### src/rtl/lfsr_crypto_engine.sv
// LFSR stream cipher for 7-bit ASCII bytes: encrypts with a chosen tap pattern and seed,
// decrypts by recovering pattern and seed from a known run of leading 0x20 pad bytes.
module lfsr_crypto_engine #(
  parameter int LFSR_W   = 7,
  parameter int MSG_LEN  = 64,
  parameter int NUM_PTRN = 9,
  parameter int PRE_MIN  = 10
) (
  input  logic                       Clk,
  input  logic                       Reset,
  input  logic                       Start,
  input  logic                       Mode,
  input  logic [LFSR_W-1:0]          SeedIn,
  input  logic [3:0]                 PtrnSel,
  input  logic [NUM_PTRN*LFSR_W-1:0] Ptrns,
  input  logic                       InValid,
  output logic                       InReady,
  input  logic [7:0]                 InData,
  output logic                       OutValid,
  input  logic                       OutReady,
  output logic [7:0]                 OutData,
  output logic                       Ack,
  output logic                       NoMatch,
  output logic [3:0]                 PtrnFound,
  output logic [LFSR_W-1:0]          SeedFound,
  output logic [6:0]                 ParErrs
);

  localparam int CNT_W = $clog2(MSG_LEN + 1);

  typedef enum logic [1:0] {IDLE, TRAIN, RUN, DONE} state_t;

  function automatic logic [LFSR_W-1:0] lfsr_step(input logic [LFSR_W-1:0] s,
                                                  input logic [LFSR_W-1:0] taps);
    return {s[LFSR_W-2:0], ^(s & taps)};
  endfunction

  function automatic logic parity7(input logic [6:0] v);
    return ^v;
  endfunction

  state_t              r_fsm;
  state_t              w_fsm_nxt;
  logic                r_mode;
  logic [LFSR_W-1:0]   r_lfsr;
  logic [LFSR_W-1:0]   r_taps;
  logic [LFSR_W-1:0]   r_s0;
  logic [CNT_W-1:0]    r_cnt;
  logic [LFSR_W-1:0]   r_cand [NUM_PTRN];
  logic [NUM_PTRN-1:0] r_alive;
  logic                r_out_valid;
  logic [7:0]          r_out_data;
  logic                r_nomatch;
  logic [3:0]          r_ptrn_found;
  logic [LFSR_W-1:0]   r_seed_found;
  logic [6:0]          r_par;

  logic                w_fire;
  logic                w_ack;
  logic                w_start;
  logic                w_last_train;
  logic                w_last_msg;
  logic                w_par_bad;
  logic [6:0]          w_c;
  logic [LFSR_W-1:0]   w_pad_s;
  logic [7:0]          w_out_byte;
  logic [3:0]          w_psel;
  logic [LFSR_W-1:0]   w_seed;
  logic [LFSR_W-1:0]   w_enc_taps;
  logic [LFSR_W-1:0]   w_adv [NUM_PTRN];
  logic [NUM_PTRN-1:0] w_match;
  logic [NUM_PTRN-1:0] w_alive_nxt;
  logic                w_any;
  logic [3:0]          w_sel;
  logic [LFSR_W-1:0]   w_sel_taps;
  logic [LFSR_W-1:0]   w_sel_adv;

  assign InReady   = ((r_fsm == TRAIN) || (r_fsm == RUN)) && (!r_out_valid || OutReady);
  assign w_fire    = InValid && InReady;
  assign w_ack     = (r_fsm == DONE) && !r_out_valid;
  assign w_start   = Start && ((r_fsm == IDLE) || w_ack);
  assign OutValid  = r_out_valid;
  assign OutData   = r_out_data;
  assign Ack       = w_ack;
  assign NoMatch   = r_nomatch;
  assign PtrnFound = r_ptrn_found;
  assign SeedFound = r_seed_found;
  assign ParErrs   = r_par;

  assign w_last_train = (r_cnt == CNT_W'(PRE_MIN - 1));
  assign w_last_msg   = (r_cnt == CNT_W'(MSG_LEN - 1));
  assign w_par_bad    = InData[7] != parity7(InData[6:0]);
  assign w_c          = InData[6:0] ^ 7'(r_lfsr);
  // During training the pad byte is known, so the keystream state is read straight off the input.
  assign w_pad_s      = LFSR_W'(InData[6:0] ^ 7'h20);
  assign w_psel       = ({28'd0, PtrnSel} >= 32'(NUM_PTRN)) ? 4'd0 : PtrnSel;
  assign w_seed       = (SeedIn == '0) ? LFSR_W'(1) : SeedIn;
  assign w_alive_nxt  = r_alive & w_match;

  always_comb begin
    if (r_fsm == TRAIN)  w_out_byte = 8'h20;
    else if (r_mode)     w_out_byte = {1'b0, w_c};
    else                 w_out_byte = {parity7(w_c), w_c};
  end

  always_comb begin
    w_enc_taps = Ptrns[LFSR_W-1:0];
    for (int k = 0; k < NUM_PTRN; k++)
      if (w_psel == 4'(k)) w_enc_taps = Ptrns[k*LFSR_W +: LFSR_W];
  end

  always_comb begin
    w_match = '0;
    for (int k = 0; k < NUM_PTRN; k++) begin
      w_adv[k]   = lfsr_step(r_cand[k], Ptrns[k*LFSR_W +: LFSR_W]);
      w_match[k] = (w_adv[k] == w_pad_s);
    end
  end

  // Descending scan so the lowest-index survivor wins.
  always_comb begin
    w_any      = 1'b0;
    w_sel      = 4'd0;
    w_sel_taps = Ptrns[LFSR_W-1:0];
    w_sel_adv  = w_adv[0];
    for (int k = NUM_PTRN - 1; k >= 0; k--) begin
      if (w_alive_nxt[k]) begin
        w_any      = 1'b1;
        w_sel      = 4'(k);
        w_sel_taps = Ptrns[k*LFSR_W +: LFSR_W];
        w_sel_adv  = w_adv[k];
      end
    end
  end

  always_ff @(posedge Clk or posedge Reset) begin
    if (Reset) r_fsm <= IDLE;
    else       r_fsm <= w_fsm_nxt;
  end

  always_comb begin
    w_fsm_nxt = r_fsm;
    unique case (r_fsm)
      IDLE:  if (w_start) w_fsm_nxt = Mode ? TRAIN : RUN;
      TRAIN: if (w_fire && w_last_train) w_fsm_nxt = w_any ? RUN : DONE;
      RUN:   if (w_fire && w_last_msg) w_fsm_nxt = DONE;
      DONE:  if (w_start) w_fsm_nxt = Mode ? TRAIN : RUN;
    endcase
  end

  always_ff @(posedge Clk or posedge Reset) begin
    if (Reset) begin
      r_mode       <= 1'b0;
      r_lfsr       <= '0;
      r_taps       <= '0;
      r_s0         <= '0;
      r_cnt        <= '0;
      r_alive      <= '0;
      r_out_valid  <= 1'b0;
      r_out_data   <= 8'h00;
      r_nomatch    <= 1'b0;
      r_ptrn_found <= 4'd0;
      r_seed_found <= '0;
      r_par        <= 7'd0;
      for (int k = 0; k < NUM_PTRN; k++) r_cand[k] <= '0;
    end else begin
      if (w_fire) begin
        r_out_valid <= 1'b1;
        r_out_data  <= w_out_byte;
      end else if (OutReady) begin
        r_out_valid <= 1'b0;
      end

      if (w_start) begin
        r_mode    <= Mode;
        r_lfsr    <= w_seed;
        r_taps    <= w_enc_taps;
        r_cnt     <= '0;
        r_par     <= 7'd0;
        r_nomatch <= 1'b0;
      end else if (w_fire) begin
        r_cnt <= r_cnt + 1'b1;
        if (r_mode && w_par_bad && (r_par != 7'h7F)) r_par <= r_par + 1'b1;
        if (r_fsm == TRAIN) begin
          if (r_cnt == '0) begin
            r_s0    <= w_pad_s;
            r_alive <= '1;
            for (int k = 0; k < NUM_PTRN; k++) r_cand[k] <= w_pad_s;
          end else begin
            r_alive <= w_alive_nxt;
            for (int k = 0; k < NUM_PTRN; k++) r_cand[k] <= w_adv[k];
            if (w_last_train) begin
              if (w_any) begin
                r_ptrn_found <= w_sel;
                r_seed_found <= r_s0;
                r_taps       <= w_sel_taps;
                r_lfsr       <= lfsr_step(w_sel_adv, w_sel_taps);
              end else begin
                r_nomatch <= 1'b1;
              end
            end
          end
        end else begin
          r_lfsr <= lfsr_step(r_lfsr, r_taps);
        end
      end
    end
  end

endmodule

### config.mk
export PLATFORM = sky130hd
export DESIGN_NAME = lfsr_crypto_engine
export DESIGN_NICKNAME = d
export VERILOG_FILES = /design/src/rtl/lfsr_crypto_engine.sv
export SDC_FILE = /design/constraint.sdc
export NUM_CORES = 1
export LEC_CHECK = 0
export ABC_AREA = 1
export CORE_ASPECT_RATIO = 1.2
export CORE_MARGIN = 2
export CORE_UTILIZATION = 45
export DETAILED_ROUTE_END_ITERATION = 12
export PLACE_DENSITY = 0.69
export SYNTH_ARGS = -nofsm -noshare
export SYNTH_HDL_FRONTEND = slang
export SYNTH_SLANG_ARGS = --single-unit
### constraint.sdc
create_clock -name Clk -period 5.7 [get_ports Clk]
set_input_delay 1.71 -clock Clk [delete_from_list [all_inputs] [get_ports Clk]]
set_output_delay 1.71 -clock Clk [all_outputs]
set_load 0.02 [all_outputs]
==> impl_metrics.json <==
{
  "async_reset_ff_share_pct": 100,
  "hold_class": "register to register",
  "hold_buffers": 0,
  "fmax_mhz": 213,
  "syn-num-nets": 1641,
  "initial_core_util_pct": 45.7,
  "max_flop_register": "r_cand",
  "slew_viol_final": 0,
  "grt_max_degree": 98,
  "drv_cap": 0,
  "ys_ff_latch": 131,
  "status": "finished clean",
  "finalSetupViolCount": 0,
  "reg2reg_depth": 9,
  "overflow": 0,
  "core_um2": 22400,
  "grt_pass1_vias": 10800,
  "arrival_ps": 2980,
  "synth-seq-area-share_pct": 31.9,
  "wl_per_cell_um": 21.0,
  "num_io_pins": 118,
  "cts_htree_levels": 4,
  "clockBufferDepth": 2,
  "die_w_um": 142,
  "fin_crit_sh_pct": 82.3,
  "clock-sinks": 131,
  "largest_register_ffs": 63,
  "via_per_inst": 5.74,
  "layout-drive-gt1-share_pct": 7.02,
  "wirelength_um": 41200,
  "dp.final_hpwl_um": 30900,
  "synth_ff_type": "dfrtp_1",
  "cts_tree": "built",
  "reg2reg_to": "r_cand[13]",
  "grt_util_all_layers_pct": 34.5,
  "endpoint": "InReady",
  "cp.required_ps": 3990,
  "synth_edf_count": 0,
  "ant_nets": 0,
  "utilization_pct": 55.5,
  "grt_antenna_before_repair": 0,
  "worst_slack_ps": 1010,
  "cp-end-kind": "primary output",
  "ctsResizeCount": 0,
  "relSlewSlack_pct": 35.1,
  "dr.pass1.iters": 6,
  "synth.top_cell.area_share_pct": 31.9,
  "die-area_um2": 24000,
  "num-nets-final": 1765,
  "critical_path.startpoint": "OutReady",
  "start_kind": "input pin",
  "clock-root-buffer": "clkbuf_16",
  "fin_setup_tns_ps": 0,
  "synthCells": 1544,
  "r2r_slack_ps": 2110,
  "ys_warn_count": 0,
  "worstPathMaxFanout": 2,
  "cts_buffers": 17,
  "hold_viol": 0,
  "synth_cell_types": 51,
  "clk_latency_ps": 440,
  "ir_drop_mv": 0.215,
  "synth_area_um2": 10300,
  "drcViolationCount": 0,
  "gp_congestion": 1.01,
  "skew_ps": 14.9,
  "hold-path-cell-count": 2,
  "synth_area_leaders": "dfrtp_1 32%, nand2_1 19%, inv_1 6.8%",
  "rr_startpoint": "r_fsm[1]",
  "rsz0062_at_grt": "no",
  "post_cts.repair.setup_buffers": 0,
  "clkSlewWorstSetupHoldPaths_ps": 60,
  "min_period_ps": 4690,
  "power.leakage_nw": 6.13,
  "port_buffers": 117,
  "area_delta_synth_final_pct": 21.4,
  "cellPowerDensity_nw_per_um2": 496,
  "layout.cells.non_filler": 1960,
  "fp.dieH_um": 169,
  "dp_slack_ps": 670,
  "vias": 11300,
  "worst_slew_pin_slew_ps": 974,
  "num_antenna_cells": 0,
  "drtIter0Drc": 1166,
  "whs_ps": 482,
  "num_rows": 60,
  "syn_avg_cell_area_um2": 6.65,
  "synth_top_cell_by_area": "dfrtp_1",
  "path_class": "input pin to primary output",
  "placed_cells": 1928,
  "grt_pass1_wl_um": 62500
}
## worst max-delay path, stage by stage
cell             delay, ps
clkdlybuf4s50_1        450
inv_1                   50
a21oi_1                150
clkdlybuf4s50_1        620
## metal layers
metal	wire length, um	global-route usage [%]	up-vias	share of wire [%]
li1	-	-	5340	-
met4	2420	19.1	0	5.9
met2	18700	55.2	568	46
met3	2960	4.83	124	7.2
met5	0	0	-	0
met1	17000	45.0	5222	41
## layout by cell type (no fill, tap or decap), drive strengths merged, types with 42 or more instances in the layout
master         count
nand2            544
inv              202
dfrtp            131
clkdlybuf4s50    117
a21oi            109
nor2              85
nand3             78
o21ai             77
o221ai            55
xnor2             54
buf               42
## layout make-up
cell class	instances	area, um2
fillers	2228	9990
multi-input cells	1157	5940
flip-flops and latches	131	3280
repair buffers	159	1520
inverters	202	763
clock buffers	18	439
well taps	279	349
clock inverters	14	165
## synth_stat cells (4+ instances only)
master	instances
o22ai_1	9
o21a_1	4
clkinv_1	6
a21oi_1	106
a211oi_1	4
a221oi_1	6
nand2_1	530
o21ai_1	8
a22oi_1	4
nand4_1	14
nor2_1	81
inv_1	187
buf_2	11
nor3_1	14
o2111ai_1	4
buf_4	12
o31ai_1	6
nor4_1	5
clkbuf_1	23
xnor2_1	53
o21ai_0	66
inv_2	9
buf_6	4
dfrtp_1	131
o211ai_1	30
nand3b_1	10
nand2_2	12
o221ai_1	55
ha_1	9
nand3_1	77
xor2_1	21
## how the worst min path moves through the flow
stage / slack, ps / end / startpoint
2_1_floorplan: 450 / OutData[7] / r_mode
3_3_place_gp: 470 / OutData[7] / OutData[7]
3_5_place_dp: 470 / OutData[1] / OutData[1]
4_1_cts: 490 / OutData[1] / OutData[1]
5_1_grt: 500 / OutData[6] / OutData[6]
6_report: 480 / OutData[6] / OutData[6]
## logic make-up (layout without fill, tap and decap cells)
logic type / after synthesis / after routing / share of synthesized area [%]
adders and majority gates: 9 / 9 / 1.10
xor gates and xnor gates: 75 / 75 / 6.47
buffers and inverters: 256 / 393 / 10.3
and+or+nand+nor: 759 / 759 / 30.8
AOI/OAI and AO/OA: 314 / 314 / 19.4
DFF: 131 / 131 / 31.9
## through the flow
| stage | total power, mW | cell area [um2] |
|---|---|---|
| floorplan | 3.92 | 10300 |
| global placement | 4.92 | 11900 |
| detailed placement | 4.96 | 11900 |
| CTS | 6.13 | 12500 |
| global route | 6.63 | 12500 |
| finish | 6.17 | 12500 |
## report_power, final
part           internal [mW]  total, mW  switching, mW
sequential              1.32       1.72          0.402
clock                  0.669       1.16          0.490
combinational           1.23       3.29           2.06
No activity file was read; power rests on OpenSTA's default activity.
